File: src/rtl/lifo_arbiter.sv
// Two-client shared 8-entry LIFO with round-robin arbitration and per-client handshakes.
// Define LIFO_ARB_FIXED_PRIO_EN for fixed priority (client 0 wins ties).
module lifo_arbiter #(
  parameter int DATA_W = 8,
  parameter int DEPTH  = 8,
  parameter int CNT_W  = $clog2(DEPTH + 1)
) (
  input  logic                  clk,
  input  logic                  reset,
  input  logic [1:0]            req_valid,
  output logic [1:0]            req_ready,
  input  logic [1:0]            req_op,
  input  logic [2*DATA_W-1:0]   req_data,
  output logic [1:0]            rsp_valid,
  input  logic [1:0]            rsp_ready,
  output logic [DATA_W-1:0]     rsp_data,
  output logic                  rsp_err,
  output logic [CNT_W-1:0]      count,
  output logic                  empty,
  output logic                  full,
  output logic                  busy
);

  localparam int AW = $clog2(DEPTH);

  typedef enum logic [1:0] {
    S_IDLE,
    S_EXEC,
    S_RESP
  } state_t;

  state_t              r_state;
  state_t              w_next;
  logic [CNT_W-1:0]    r_count;
  logic                r_owner;
  logic                r_op;
  logic [DATA_W-1:0]   r_data;
  logic [1:0]          r_rsp_valid;
  logic [DATA_W-1:0]   r_rsp_data;
  logic                r_rsp_err;
  logic [DATA_W-1:0]   r_stack [DEPTH];

  logic                w_win;
  logic                w_take;
  logic                w_rsp_acc;
  logic                w_full;
  logic                w_empty;
  logic                w_do_push;
  logic                w_do_pop;
  logic [CNT_W-1:0]    w_cnt_m1;
  logic [AW-1:0]       w_wr_idx;
  logic [AW-1:0]       w_rd_idx;

`ifdef LIFO_ARB_FIXED_PRIO_EN
  assign w_win = ~req_valid[0];
`else
  logic r_last_grant;
  // Tie goes to the client that did not win last time.
  assign w_win = (req_valid == 2'b11) ? ~r_last_grant
                                      : req_valid[1];
`endif

  assign w_take    = (r_state == S_IDLE) && (|req_valid);
  assign w_rsp_acc = (r_state == S_RESP) && rsp_ready[r_owner];
  assign w_full    = (r_count == CNT_W'(DEPTH));
  assign w_empty   = (r_count == '0);
  assign w_do_push = (r_state == S_EXEC) && r_op && !w_full;
  assign w_do_pop  = (r_state == S_EXEC) && !r_op && !w_empty;
  assign w_cnt_m1  = r_count - CNT_W'(1);
  assign w_wr_idx  = r_count[AW-1:0];
  assign w_rd_idx  = w_cnt_m1[AW-1:0];

  always_comb begin
    req_ready = 2'b00;
    if (w_take) req_ready[w_win] = 1'b1;
  end

  always_comb begin
    w_next = r_state;
    case (r_state)
      S_IDLE:  if (w_take) w_next = S_EXEC;
      S_EXEC:  w_next = S_RESP;
      S_RESP:  if (w_rsp_acc) w_next = S_IDLE;
      default: w_next = S_IDLE;
    endcase
  end

  always_ff @(posedge clk) begin
    if (reset) r_state <= S_IDLE;
    else       r_state <= w_next;
  end

  always_ff @(posedge clk) begin
    if (reset) begin
      r_count     <= '0;
      r_owner     <= 1'b0;
      r_op        <= 1'b0;
      r_data      <= '0;
      r_rsp_valid <= 2'b00;
      r_rsp_data  <= '0;
      r_rsp_err   <= 1'b0;
`ifndef LIFO_ARB_FIXED_PRIO_EN
      r_last_grant <= 1'b1;
`endif
    end else begin
      if (w_take) begin
        r_owner <= w_win;
        r_op    <= req_op[w_win];
        r_data  <= w_win ? req_data[2*DATA_W-1:DATA_W]
                         : req_data[DATA_W-1:0];
`ifndef LIFO_ARB_FIXED_PRIO_EN
        r_last_grant <= w_win;
`endif
      end
      if (r_state == S_EXEC) begin
        r_rsp_valid[r_owner] <= 1'b1;
        r_rsp_err  <= r_op ? w_full : w_empty;
        r_rsp_data <= w_do_pop ? r_stack[w_rd_idx] : '0;
        if (w_do_push)     r_count <= r_count + CNT_W'(1);
        else if (w_do_pop) r_count <= w_cnt_m1;
      end
      if (w_rsp_acc) r_rsp_valid <= 2'b00;
    end
  end

  // Storage needs no reset; contents are meaningless while count is 0.
  always_ff @(posedge clk) begin
    if (!reset && w_do_push) r_stack[w_wr_idx] <= r_data;
  end

  assign rsp_valid = r_rsp_valid;
  assign rsp_data  = r_rsp_data;
  assign rsp_err   = r_rsp_err;
  assign count     = r_count;
  assign empty     = w_empty;
  assign full      = w_full;
  assign busy      = (r_state != S_IDLE);

endmodule

File: config.mk
export PLATFORM = sky130hd
export DESIGN_NAME = lifo_arbiter
export DESIGN_NICKNAME = d
export VERILOG_FILES = /design/src/rtl/lifo_arbiter.sv
export SDC_FILE = /design/constraint.sdc
export NUM_CORES = 1
export LEC_CHECK = 0
export CELL_PAD_IN_SITES_DETAIL_PLACEMENT = 0
export CELL_PAD_IN_SITES_GLOBAL_PLACEMENT = 1
export CORE_UTILIZATION = 46
export CTS_CLUSTER_SIZE = 28
export DETAILED_ROUTE_END_ITERATION = 10
export GPL_TIMING_DRIVEN = 0
export PLACE_DENSITY_LB_ADDON = 0.1
export SLEW_MARGIN = 20
export SYNTH_ARGS = -nofsm -noshare
export SYNTH_HDL_FRONTEND = slang
export SYNTH_SLANG_ARGS = --single-unit
File: constraint.sdc
create_clock -name clk -period 3.5 [get_ports clk]
set_input_delay 0.7 -clock clk [delete_from_list [all_inputs] [get_ports clk]]
set_output_delay 0.7 -clock clk [all_outputs]
set_load 0.05 [all_outputs]
==> qor.csv, run 1 <==
metric,value,unit
die_height,91.1,microns
hold_slack,438,ps
vias,2096,
cts.clk_slew.worst_paths,90,ps
swShare,25.6,%
cts_tree,done,
num_antenna_cells,0,
status,"finished, final reports clean",
drcViolationCount,0,
p_int,1.72,mW
drt_iter0_markers,186,
clkPwrFrac,31.7,%
syn_nets,259,
drive_gt1_share,17.5,%
gp_congestion,0.725,
path_cells,"buf_2, buf_2, inv_1, ha_1, nand3b_4, inv_1, clkdlybuf4s50_1",
yosys.area.top_type,edfxtp_1,
hold_class,reg2reg,
synth_xor_area_share,0.480,%
netlist_area,3650,sq um
drv_slew,0,
layout_commonest_cell,edfxtp_1,
slew_headroom,45.4,%
total_power,2.31,mW
antenna_found_initial,0,
worstSetupPathType,reg2out,
synthArstFlopShare,0,%
cts_setup_buffers,0,
synth-edff-count,64,
yosysWarnings,0,
fp.dieW,91.1,microns
setup_tns,0,ps
cts_buffers,9,
synth_top_family_by_area,multiplexers,
pwr-share-seq,53.7,%
worstPathRequired,2800,ps
grt_overflow,0,
synth_fa_ha_area_share,0.686,%
syn_avg_cell_area,15.7,sq um
wl_per_cell,16.8,microns
port_buffers,43,
synth_top_area_share,52.7,%
viasPerCell,5.33,
clockBufferDepth,2,
critPathCaptureType,primary output,
synth_compound_area_share,7.44,%
tightestPinTransition,817,ps
ys_seq_area_share,68.0,%
fp.coreArea,7690,sq um
max_stage_delay,690,ps
worstPathArrival,2510,ps
grt_max_degree,16,
p_sw,591,uW
crit_buf_inv,5,
nets,313,
grt_usage,17.5,%
powerDensity,521,nW/um^2
areaGrowthSynthToFinish,21.3,%
period_minus_slack,3210,ps
root_buffer,clkbuf_8,
skew,12.7,ps
start_util,47.5,%
cts.sinks,92,
ys_types,35,
synthFlopType,edfxtp_1,
synth-simple-area-share,9.60,%
fmax,0.312,GHz
grt_pass1_vias,1900,
drv_cap,0,
startpoint_type,register,
syn_inst,233,
drt_pass1_iterations,4,
wl,6.58,mm
grt_pass1_wl,10.6,mm
clk_latency,360,ps
ant_nets,0,
period_share,91.7,%
p_leak,1.51,nW
dp_hpwl,4.46,mm
grt_setup_unrepaired,false,
critPathTopFamily,buffers and inverters,
crit_slowest_cell,clkdlybuf4s50_1,
finalHoldViolCount,0,
ys_ff_latch,92,
synth_mux_area_share,11.3,%
cts.htree.levels,3,
die-area,8290,sq um
synth_area_leaders,"edfxtp_1, dfxtp_1, mux4_2",
row_count,32,
combPwrFrac,14.6,%
peakVddDrop,0.272,mV
setup_viol,0,
final_cell_mix,"edfxtp_1, clkdlybuf4s50_1, dfxtp_1, nor2_1, nand2_1",
cp_max_fo,10,
io_pins,44,
[final cells by class]
class	instances	area, sq um
clock inverters	5	58.8
fillers	622	3260
well taps	102	128
inverters	4	15.0
flip-flops and latches	92	2480
repair buffers	43	433
clock buffers	10	149
multi-input cells	125	1090
plain buffers	12	73.8
[power by group through the flow]
stage | Sequential, mW | Combinational [mW] | Clock, mW
after floorplan | 1.29 | 0.194 | 0
after global placement | 1.26 | 0.338 | 0
after detailed placement | 1.27 | 0.338 | 0
after CTS | 1.24 | 0.340 | 0.750
after global routing | 1.25 | 0.362 | 0.797
final | 1.24 | 0.336 | 0.733
[logic make-up after synthesis]
family          count (synthesis)
mux                            21
simple gates                   67
buf+inv                        16
compound gates                 33
flops                          92
xor+xnor                        2
fa+ha+maj                       2
[worst reg2reg max path, stage by stage (launching register included)]
cell	delay [ps]
dfxtp_1	360
buf_2	260
buf_2	270
inv_1	90
ha_1	280
clkbuf_1	450
buf_2	390
mux4_2	370
a22oi_1	220
nand2_1	80
[stage by stage]
| step | instance area, sq um | worst slack, ps | util, % | cells |
|---|---|---|---|---|
| floorplan | 3650 | 542 | - | 233 |
| CTS | 4430 | 112 | 57.6 | 393 |
| finish | 4430 | 292 | 57.6 | 393 |
| global placement | 4210 | 183 | 54.7 | 378 |
| global route | 4430 | 99.1 | 57.6 | 393 |
| detailed placement | 4220 | 332 | 54.9 | 378 |
[state kept, by name, summed over array words and instances, names as in the netlist]
register / cells
r_last_grant: 1
rsp_data: 8
r_state: 2
r_owner: 1
r_op: 1
rsp_valid: 2
r_data: 8
rsp_err: 1
r_stack: 64
count: 4
[routing by layer]
metal	vias up	share of wire, %	GRT usage (%)
li1	1014	-	-
met1	1019	49	24.8
met2	56	45	25.6
met3	7	4.7	6.28
met4	0	1.2	5.16
met5	-	0	0
[synthesized netlist by cell type, types with 4 or more instances]
| master | count |
|---|---|
| edfxtp_1 | 64 |
| and3_1 | 4 |
| a222oi_1 | 9 |
| a21oi_1 | 6 |
| mux4_2 | 16 |
| nor2_1 | 22 |
| dfxtp_1 | 28 |
| inv_1 | 4 |
| a22oi_1 | 10 |
| o21ai_0 | 4 |
| nand2_1 | 22 |
| buf_2 | 5 |
| nor2b_1 | 4 |
[final timing paths]
kind	slack (ps)	startpoint	cells past startpoint	to
max	290	count[0]	7	full
max reg2reg	640	count[0]	9	rsp_data[6]
min reg2reg	440	rsp_data[5]	2	rsp_data[5]
min	440	rsp_data[5]	2	rsp_data[5]
[timing repair]
action	in CTS	in global routing
resized for setup	0	1
endpoints found under the hold margin	0	0
endpoints found under the setup margin	0	1
hold buffers	0	0
No activity file was read; power rests on OpenSTA's default activity.
==> inputs of run 2 (changes only) <==
GPL_ROUTABILITY_DRIVEN = 0   (was default)
==> results of run 2 <==
Final layout, timing and power as in run 1 (identical DEF).
==> RTL change 1 (flow settings as in run 2) <==
Set the parameter `DEPTH` to 16 (it was 8).
--- a/src/rtl/lifo_arbiter.sv
+++ b/src/rtl/lifo_arbiter.sv
@@ -2,7 +2,7 @@
 // Define LIFO_ARB_FIXED_PRIO_EN for fixed priority (client 0 wins ties).
 module lifo_arbiter #(
   parameter int DATA_W = 8,
-  parameter int DEPTH  = 8,
+  parameter int DEPTH  = 16,
   parameter int CNT_W  = $clog2(DEPTH + 1)
 ) (
   input  logic                  clk,
Ports: changed (resized count); port bits go from 44 to 45. The function was not compared with the original's and may differ.
==> RTL change 1 against run 2 <==
Final area increased by 72%. Sequential cell count rose by 65. Utilization decreased by 0.46 points. Worst setup slack worse by 130 ps. Area after synthesis is 74% higher. Non-clock buffer count grew 12. Total power up 110%. Clock skew decreased by 6.0 ps. Synthesized cell count up 67%. Wire length rose by 120%. Largest cell class unchanged. Highest routed layer unchanged.
==> RTL change 1: results (changes against run 2) <==
cells_and_area:
  drive_gt1_share_pct: 18.53  # +1.0 points
  largest_reg_flops: 128  # +100%
  multi_input_area_mm2: 0.001789  # +64%
  comb.multi_input.count: 203  # +62%
  area.sequential_mm2: 0.004424  # +78%
  fillCellCount: 1083  # +74%
  final_nets: 480  # +53%
  clock_area_share_pct: 8.153  # +3.5 points
  nClkBuffers: 18  # +8
timing:
  finClkSkew_ps: 6.703  # -5.989 ps
  slew_headroom_pct: 40.69  # -4.7 points
route:
  drtIter0Drc: 415  # +120%
  met1_length_um: 6370  # +96%
  via_per_inst: 5.816  # +9.0%
  firstDrtPassIters: 6  # +2
synth:
  yosysUniqueCellTypes: 43  # +23%
  synth-xor-area-share_pct: 0.4135  # -0.066 points
  synth_adder_area_share_pct: 0.9844  # +0.30 points
  avgSynthCellArea_um2: 16.29  # +4.0%
  synth.mux.area_fraction_pct: 11.50  # +0.15 points
  synth_nets: 419  # +62%
  synthCells: 390  # +67%
  synth_area_leaders: "edfxtp_1 (60%), mux4_2 (11%), dfxtp_1 (9.1%), nor2_1 (1.8%), o21ai_0 (1.7%)"
setup_path:
  reg2reg_to: "rsp_data[3]$_SDFFE_PP0N_"
  crit_start: "req_valid[1]"
  cp.arrival_ps: 2640  # +130 ps
hold_path:
  hp-start: "rsp_err$_SDFFE_PP0N_"
  hold_end: "rsp_err$_SDFFE_PP0N_"
cts:
  cts_resized: 6  # +6
  clock_latency_ps: 420  # +60 ps
  cts_sinks: 157  # +71%
  cts-buffers-inserted: 17  # +8
  ctsRootBufferMaster: "clkbuf_16"
global_route:
  track_usage_pct: 21.51  # +4.0 points
  grt_max_degree: 18  # +2
  grt_pass1_vias: 3734  # +97%
  grt_pass1_wl_um: 21830  # +110%
place:
  dp_hpwl_um: 9464  # +110%
  placed_cells: 609  # +61%
  placed_cell_area_mm2: 0.007005  # +66%
outcome:
  run_status: "finished, final reports clean"
pwr:
  p_comb_share_pct: 15.7  # +1.1 points
  power.total_mw: 4.849  # +110%
  netSwitchingFraction_pct: 26.27  # +0.65 points
  pwr-share-clk_pct: 39.9  # +8.2 points
RTL change 1: changes by cell type in the layout (fill, tap and decap cells not counted), sizes merged, moves of 4 or more:
cell    before  now
a211o        1    9
a21oi        6   25
a22oi       10    1
clkbuf      13   32
clkinv       1    5
edfxtp      64  128
mux4        16   32
nand2       22    4
nand3        0   20
nor2        22   31
o21ai        4   21
RTL change 1: layer usage:
| metal | vias up | global-route usage (%) |
|---|---|---|
| li1 | 1688 | - |
| met1 | 1904 | 30.00 |
| met2 | 113 | 33.92 |
| met3 | 17 | 4.563 |
| met4 | 0 | 7.031 |
| met5 | - | 0 |
RTL change 1: how the worst max path moves through the flow:
stage,to,slack [ps],cells after the start
after floorplan,rsp_data[2]$_SDFFE_PP0N_,450,10
after global placement,rsp_data[7]$_SDFFE_PP0N_,20,10
after detailed placement,rsp_data[7]$_SDFFE_PP0N_,1,10
after CTS,empty,70,8
after global routing,req_ready[0],70,5
final,req_ready[0],160,5
==> RTL change 2 (flow settings as in run 2) <==
Without the edit above. Make the reset (`reset`) asynchronous in 2 clocked blocks.
--- a/src/rtl/lifo_arbiter.sv
+++ b/src/rtl/lifo_arbiter.sv
@@ -85,12 +85,12 @@
     endcase
   end
 
-  always_ff @(posedge clk) begin
+  always_ff @(posedge clk or posedge reset) begin
     if (reset) r_state <= S_IDLE;
     else       r_state <= w_next;
   end
 
-  always_ff @(posedge clk) begin
+  always_ff @(posedge clk or posedge reset) begin
     if (reset) begin
       r_count     <= '0;
       r_owner     <= 1'b0;
Check against the original RTL: differs if reset is asserted again (counterexample within 4 cycles, from zero or initial values and one cycle with reset high); with reset held inactive, the same outputs for 10 cycles.
==> RTL change 2 against run 2 <==
Die area increased by 3.3%. Worst setup slack got worse by 58 ps. Sequential cell count is the same. Synthesized cell count fell by 1.3%. Critical path type unchanged. Area after synthesis rose by 3.4%. Via count grew 0.19%. Count of clock-buffer cells in the layout is 1 lower. Wire length fell by 0.68%. Register-to-register slack improved by 90 ps. Final area increased by 2.3%. Critical path depth unchanged.
Power is not compared: it rests on default switching activity, and its combinational part moved more than twofold at a synthesized area within 25%.
==> RTL change 2: results (changes against run 2) <==
outcome:
  run_status: "finished, final reports clean"
place:
  placed_cells: 375  # -0.79%
  place_ws_ps: 346.8  # +14.43 ps
setup_path:
  timing.rr.start: "count[1]$_DFFE_PP0P_"
  ff2ff_path_depth: 7  # -2
  reg2reg_to: "r_stack[3][7]$_DFFE_PP_"
  cp.arrival_ps: 2570  # +60 ps
synth:
  synthArstFlopShare_pct: 30.43  # +30 points
  yosysSeqAreaShare_pct: 69.55  # +1.5 points
  synth.mux.area_fraction_pct: 10.71  # -0.63 points
  synth_common_cells: "edfxtp_1 (64), dfrtp_1 (27), nand2_1 (27)"
  synth_nets: 256  # -1.2%
  synth_compound_area_share_pct: 6.169  # -1.3 points
global_route:
  gr-usage-met3_pct: 3.202  # -3.1 points
  grt_util_met2_pct: 25.06  # -0.51 points
  grt_pass1_wl_um: 10740  # +0.98%
  use_met1_pct: 24.86  # +0.071 points
cells_and_area:
  fillCellCount: 639  # +2.7%
  final_nets: 310  # -0.96%
timing:
  fin_ws_ps: 233.8  # -58.31 ps
  worstMarginPinSlew_ps: 833.3  # +16.60 ps
  finClkSkew_ps: 8.353  # -4.338 ps
route:
  met1_length_um: 3215  # -0.83%
  routed_wl_um: 6539  # -0.68%
  vias: 2100  # +0.19%
hold_path:
  hold_end: "rsp_data[4]$_DFFE_PP0N_"
[RTL change 2: power by group through the flow]
| stage | clock network [mW] | logic, mW | registers, mW |
|---|---|---|---|
| floorplan | 0 | 0.969 | 1.83 |
| global placement | 0 | 1.61 | 1.64 |
| detailed placement | 0 | 1.63 | 1.66 |
| CTS | 0.693 | 1.64 | 1.64 |
| global route | 0.737 | 1.75 | 1.67 |
| finish | 0.677 | 1.62 | 1.63 |
[RTL change 2: cell type report]
class / instances / area, um2 / area share [%]
clock inverters: 7 / 62.56 / 1.381
plain buffers: 12 / 86.33 / 1.906
flip-flops and latches: 92 / 2624 / 57.93
well taps: 102 / 127.6 / 2.818
inverters: 15 / 56.30 / 1.243
multi-input cells: 111 / 1016 / 22.43
repair buffers: 43 / 432.9 / 9.558
clock buffers: 9 / 123.9 / 2.735
